===== src/rtl/ddc_frame_reader_if.sv =====
// Converter-side and frame-side signals of the DDC serial frame reader.
// The reader attaches through the slave modport; the driving side uses master.
interface ddc_frame_reader_if #(
  parameter int unsigned FRAME_BITS = 40
);
  logic                  enable;
  logic                  DVALID_BAR;
  logic                  DCLK;
  logic                  DOUT;
  logic                  CONV;
  logic                  DXMIT_BAR;
  logic [FRAME_BITS-1:0] frame;
  logic                  frame_side;
  logic                  frame_valid;
  logic [15:0]           frame_cnt;
  logic                  overrun;
  logic                  timeout_err;

  modport master (
    output enable, DVALID_BAR, DCLK, DOUT, CONV,
    input  DXMIT_BAR, frame, frame_side, frame_valid, frame_cnt, overrun, timeout_err
  );

  modport slave (
    input  enable, DVALID_BAR, DCLK, DOUT, CONV,
    output DXMIT_BAR, frame, frame_side, frame_valid, frame_cnt, overrun, timeout_err
  );
endinterface


===== src/rtl/ddc_frame_reader.sv =====
// Serial readout of the DDC converter: requests transmission, shifts in DOUT on
// synchronized DCLK rising edges and presents each complete frame in parallel.
module ddc_frame_reader #(
  parameter int unsigned WORD_BITS   = 20,
  parameter int unsigned NUM_CH      = 2,
  parameter int unsigned TIMEOUT_CYC = 1000
) (
  input logic               clk,
  input logic               reset_n,
  ddc_frame_reader_if.slave bus
);
  localparam int unsigned FRAME_BITS = WORD_BITS * NUM_CH;
  localparam int unsigned BCNT_W     = $clog2(FRAME_BITS + 1);
  localparam int unsigned TCNT_W     = $clog2(TIMEOUT_CYC + 1);

  typedef enum logic [1:0] {IDLE, SHIFT, DONE, ABORT} state_t;

  state_t                state;
  logic [2:0]            dv_q;
  logic [2:0]            dclk_q;
  logic [1:0]            dout_q;
  logic [1:0]            conv_q;
  logic [BCNT_W-1:0]     bcnt;
  logic [TCNT_W-1:0]     tcnt;
  logic [FRAME_BITS-1:0] shift_r;
  logic                  side_r;
  logic                  dxmit_bar_r;
  logic [FRAME_BITS-1:0] frame_r;
  logic                  frame_side_r;
  logic                  frame_valid_r;
  logic [15:0]           frame_cnt_r;
  logic                  overrun_r;
  logic                  timeout_err_r;

  // Edges are taken between the second sync stage and a third registered copy
  logic dv_fall;
  logic dclk_rise;
  assign dv_fall   = dv_q[2] & ~dv_q[1];
  assign dclk_rise = ~dclk_q[2] & dclk_q[1];

  always_ff @(posedge clk or negedge reset_n) begin
    if (!reset_n) begin
      dv_q          <= '1;
      dclk_q        <= '0;
      dout_q        <= '0;
      conv_q        <= '1;
      state         <= IDLE;
      bcnt          <= '0;
      tcnt          <= '0;
      shift_r       <= '0;
      side_r        <= 1'b0;
      dxmit_bar_r   <= 1'b1;
      frame_r       <= '0;
      frame_side_r  <= 1'b0;
      frame_valid_r <= 1'b0;
      frame_cnt_r   <= '0;
      overrun_r     <= 1'b0;
      timeout_err_r <= 1'b0;
    end else begin
      dv_q          <= {dv_q[1:0], bus.DVALID_BAR};
      dclk_q        <= {dclk_q[1:0], bus.DCLK};
      dout_q        <= {dout_q[0], bus.DOUT};
      conv_q        <= {conv_q[0], bus.CONV};
      frame_valid_r <= 1'b0;
      timeout_err_r <= 1'b0;
      // A new data-ready while a frame is in flight is reported and dropped
      overrun_r     <= dv_fall && (state != IDLE);

      case (state)
        IDLE: begin
          if (dv_fall && bus.enable) begin
            side_r      <= conv_q[1];
            bcnt        <= '0;
            tcnt        <= '0;
            dxmit_bar_r <= 1'b0;
            state       <= SHIFT;
          end
        end
        SHIFT: begin
          if (dclk_rise) begin
            shift_r <= {shift_r[FRAME_BITS-2:0], dout_q[1]};
            bcnt    <= bcnt + BCNT_W'(1);
            tcnt    <= '0;
            if (bcnt == BCNT_W'(FRAME_BITS - 1)) begin
              state <= DONE;
            end
          end else if (tcnt == TCNT_W'(TIMEOUT_CYC - 1)) begin
            state <= ABORT;
          end else begin
            tcnt <= tcnt + TCNT_W'(1);
          end
        end
        DONE: begin
          frame_r       <= shift_r;
          frame_side_r  <= side_r;
          frame_valid_r <= 1'b1;
          frame_cnt_r   <= frame_cnt_r + 16'd1;
          dxmit_bar_r   <= 1'b1;
          state         <= IDLE;
        end
        ABORT: begin
          dxmit_bar_r   <= 1'b1;
          timeout_err_r <= 1'b1;
          state         <= IDLE;
        end
        default: state <= IDLE;
      endcase
    end
  end

  assign bus.DXMIT_BAR   = dxmit_bar_r;
  assign bus.frame       = frame_r;
  assign bus.frame_side  = frame_side_r;
  assign bus.frame_valid = frame_valid_r;
  assign bus.frame_cnt   = frame_cnt_r;
  assign bus.overrun     = overrun_r;
  assign bus.timeout_err = timeout_err_r;
endmodule

===== src/flat_wrapper.sv =====
// flat-port wrapper written by rule: the top's interface ports become plain ports
module ddc_frame_reader_flat 
#(
  parameter int unsigned WORD_BITS   = 20,
  parameter int unsigned NUM_CH      = 2,
  parameter int unsigned TIMEOUT_CYC = 1000
)
  (clk, reset_n, bus_enable, bus_DVALID_BAR, bus_DCLK, bus_DOUT, bus_CONV, bus_DXMIT_BAR, bus_frame, bus_frame_side, bus_frame_valid, bus_frame_cnt, bus_overrun, bus_timeout_err);
  ddc_frame_reader_if bus_i ();
  input logic clk;
  input logic reset_n;
  input wire logic [$bits(bus_i.enable)-1:0] bus_enable;
  input wire logic [$bits(bus_i.DVALID_BAR)-1:0] bus_DVALID_BAR;
  input wire logic [$bits(bus_i.DCLK)-1:0] bus_DCLK;
  input wire logic [$bits(bus_i.DOUT)-1:0] bus_DOUT;
  input wire logic [$bits(bus_i.CONV)-1:0] bus_CONV;
  output wire logic [$bits(bus_i.DXMIT_BAR)-1:0] bus_DXMIT_BAR;
  output wire logic [$bits(bus_i.frame)-1:0] bus_frame;
  output wire logic [$bits(bus_i.frame_side)-1:0] bus_frame_side;
  output wire logic [$bits(bus_i.frame_valid)-1:0] bus_frame_valid;
  output wire logic [$bits(bus_i.frame_cnt)-1:0] bus_frame_cnt;
  output wire logic [$bits(bus_i.overrun)-1:0] bus_overrun;
  output wire logic [$bits(bus_i.timeout_err)-1:0] bus_timeout_err;
  assign bus_i.enable = bus_enable;
  assign bus_i.DVALID_BAR = bus_DVALID_BAR;
  assign bus_i.DCLK = bus_DCLK;
  assign bus_i.DOUT = bus_DOUT;
  assign bus_i.CONV = bus_CONV;
  assign bus_DXMIT_BAR = bus_i.DXMIT_BAR;
  assign bus_frame = bus_i.frame;
  assign bus_frame_side = bus_i.frame_side;
  assign bus_frame_valid = bus_i.frame_valid;
  assign bus_frame_cnt = bus_i.frame_cnt;
  assign bus_overrun = bus_i.overrun;
  assign bus_timeout_err = bus_i.timeout_err;
  ddc_frame_reader #(.WORD_BITS(WORD_BITS), .NUM_CH(NUM_CH), .TIMEOUT_CYC(TIMEOUT_CYC)) u_core (.clk(clk), .reset_n(reset_n), .bus(bus_i));
endmodule

===== config.mk =====
export PLATFORM = sky130hd
export DESIGN_NAME = ddc_frame_reader_flat
export DESIGN_NICKNAME = d
export VERILOG_FILES = /design/src/rtl/ddc_frame_reader_if.sv /design/src/rtl/ddc_frame_reader.sv /design/src/flat_wrapper.sv
export SDC_FILE = /design/constraint.sdc
export NUM_CORES = 1
export LEC_CHECK = 0
export CAP_MARGIN = 0
export CORE_MARGIN = 5
export CORE_UTILIZATION = 54
export DETAILED_ROUTE_END_ITERATION = 8
export MAX_ROUTING_LAYER = met4
export PLACE_DENSITY_LB_ADDON = 0.05
export SETUP_SLACK_MARGIN = 0.5
export SLEW_MARGIN = 20
export SYNTH_ARGS = -nofsm -noshare
export SYNTH_HDL_FRONTEND = slang
export SYNTH_SLANG_ARGS = --single-unit

===== constraint.sdc =====
create_clock -name clk -period 2.2 [get_ports clk]
set_clock_uncertainty 0.15 [all_clocks]
set_input_delay 0.55 -clock clk [delete_from_list [all_inputs] [get_ports clk]]
set_output_delay 0.55 -clock clk [all_outputs]
set_load 0.03 [all_outputs]

==> reports/results.ini <==
[layout]
drive_gt1_share_pct = 37.0
nFillCells = 599
nets = 554
final_common_cell = nand2_1
antenna_cells = 0
most-common-layout-cells = nand2_1 (134), dfrtp_1 (121), buf_6 (64), mux2_2 (44), buf_4 (37)
area_growth_pct = 37.5

[clock_network]
root_buffer = clkbuf_8
clock_path_buffers = 2
cts_buffers = 17
path_clk_slew_ps = 60
htree_num_levels = 4
cts_tree = yes
clkLatencyLatePin_ps = 510
clock-sinks = 130

[worst_hold_path]
min_path_type = reg2reg
hp-start = u_core.dout_q[0]

[critical_path]
reg2reg_from = u_core.state[0]
path_cells = buf_6
critical-path-top-delay-family = flip-flops
ff2ff_setup_slack_ps = 530
required_ps = 1500
start_kind = flop
critPathArrivalTime_ps = 1170
cpMaxStageDelayCell = dfstp_2
worstPathMaxFanout = 2
cp_num_buf_inv = 1
max_stage_delay_ps = 540
startpoint = u_core.bus.DXMIT_BAR
end_kind = output pin
critPathKind = reg2out

[floorplan]
start_util_pct = 55.0
rows = 35
dieArea_um2 = 11400
core_area_um2 = 9200
die_y_um = 107
pin_count = 68
dieWidth_um = 107

[sta]
slew_viol_final = 0
setup_violations = 0
fmax_mhz = 535
tightest_slew_ps = 376
rsz0062_at_grt = yes
finalHoldViolations = 0
whs_ps = 199
slew_headroom_pct = 74.9
fin_tns_setup_ps = 0
min_period_over_period_pct = 85.0
fin_crit_ps = 1870

[yosys]
ys_seq_area_share_pct = 64.5
synthCells = 430
syn_area_um2 = 5050
syn-num-nets = 440
async_reset_ff_share_pct = 100
synth_area_leader_cell = dfrtp_1
ys_seq_elements = 130
syn_area_per_cell_um2 = 11.8
synth_top_area_share_pct = 61.4
synthFlopType = dfrtp_1
synth_area_leaders = dfrtp_1 (61%), nand2_1 (10%), mux2_2 (9.8%), dfstp_2 (3.1%), xnor2_1 (1.9%)
synth_edf_count = 0
synth.distinct_cells = 40
synth_warnings = 0

[route]
vias = 3512
ant_nets = 0
drc_errors = 0
dr.pass1.iters = 5
post_drt_wl_per_cell_um = 15.3
wl_um = 10200
via_per_inst = 5.26
drtIter0Drc = 110

[pwr]
p_total_uw = 7330
p_comb_share_pct = 23.1
leakagePower_uw = 0.00356
seqPwrFrac_pct = 40.0
power_density_nw_per_um2 = 1050
netSwitchingPower_uw = 2170
power_frac_clock_pct = 36.9
vdd_drop_max_v = 0.000799
p_sw_share_pct = 29.6
internal_power_uw = 5160

[placed_design]
io_buffers = 67
gp_congestion = 0.894
hpwlAfterDp_um = 6230

[global_routing]
met2_usage_pct = 30.7
use_met1_pct = 24.9
busiest_layer = met2
grtUsageMet3_pct = 5.48
grt_use_total_pct = 19.5
grt-ovfl-total = 0
grt_pass1_vias = 3547
antenna_found_initial = 0
grt_pass1_wl_um = 17100
grt_max_degree = 36

[flow_run]
maxCapViolCount = 0

[outcome]
status = finished, final reports clean

-- flip-flops by register name, indices dropped and copies added (netlist names), 3 cells and up --
register              cells
u_core.bus.frame         40
u_core.shift_r           40
u_core.bus.frame_cnt     16
u_core.tcnt              10
u_core.bcnt               6
u_core.dclk_q             3
u_core.dv_q               3
-- cells by family (layout without fill, tap and decap cells) --
logic type | after synthesis | in the layout | synth area share [%]
DFF | 130 | 130 | 64.5
adders and majority gates | 3 | 3 | 0.743
AOI/OAI and AO/OA | 21 | 21 | 2.95
and+or+nand+nor | 194 | 194 | 16.9
buffers and inverters | 19 | 146 | 1.78
muxes | 44 | 44 | 9.80
xor gates and xnor gates | 19 | 19 | 3.29
-- final timing paths --
| kind | to | cells after the start |
|---|---|---|
| max in group asynchronous | u_core.shift_r[15] | 3 |
| min in group asynchronous | u_core.bus.frame[5] | 2 |
| setup / recovery | bus_DXMIT_BAR | 1 |
| hold / removal | u_core.dout_q[1] | 0 |
| setup reg to reg | u_core.bcnt[5] | 6 |
| hold reg to reg | u_core.dout_q[1] | 0 |
-- layout make-up --
class / count / area [um^2] / area share, %
flip-flops and latches: 130 / 3260 / 47.0
multi-input cells: 281 / 1810 / 26.1
repair buffers: 112 / 1150 / 16.5
clock buffers: 20 / 445 / 6.41
well taps: 111 / 139 / 2.00
clock inverters: 12 / 131 / 1.89
inverters: 2 / 7.51 / 0.108
-- power by group through the flow --
stage / clock network (uW) / registers [uW] / logic (uW)
after global routing: 2890 / 2970 / 1830
after detailed placement: 0 / 2970 / 1430
final: 2700 / 2930 / 1700
after CTS: 2750 / 2930 / 1580
after floorplan: 0 / 3120 / 716
after global placement: 0 / 2960 / 1390
-- repair_timing --
item / in CTS / in global routing
hold buffers: 1 / 0
pin swaps: 0 / 5
hold endpoints to repair: 22 / 0
buffers inserted: 18 / 14
setup endpoints to repair: 92 / 96
resized for setup: 435 / 15
-- synth_stat cells (3+ instances only) --
cell and instances:
a31oi_1 3, clkbuf_1 7, xnor2_1 11, xor2_1 8, nor4_1 3, o21ai_0 4, nand3_1 9, and3_1 4
dfrtp_1 124, nand4_1 7, a41oi_1 3, nand3b_1 3, nand2_1 134, nor2_1 14, ha_1 3, dfstp_2 6
nor3_1 4, buf_2 9, mux2_2 44
-- through the flow --
step | setup slack [ps] | utilization (%) | cells | area, um^2
3_3_place_gp | 73.9 | 64.6 | 603 | 5940
2_1_floorplan | 501 | - | 430 | 5070
5_1_grt | 282 | 75.5 | 668 | 6950
3_5_place_dp | 53.7 | 64.6 | 603 | 5940
4_1_cts | 301 | 73.6 | 654 | 6770
6_report | 331 | 75.5 | 668 | 6950
-- layer usage --
| layer | up-vias | part of all wire [%] |
|---|---|---|
| li1 | 1670 | - |
| met1 | 1768 | 43 |
| met2 | 65 | 52 |
| met3 | 9 | 3.7 |
| met4 | 0 | 0.83 |
| met5 | - | 0 |
No activity file was read; power rests on OpenSTA's default activity.
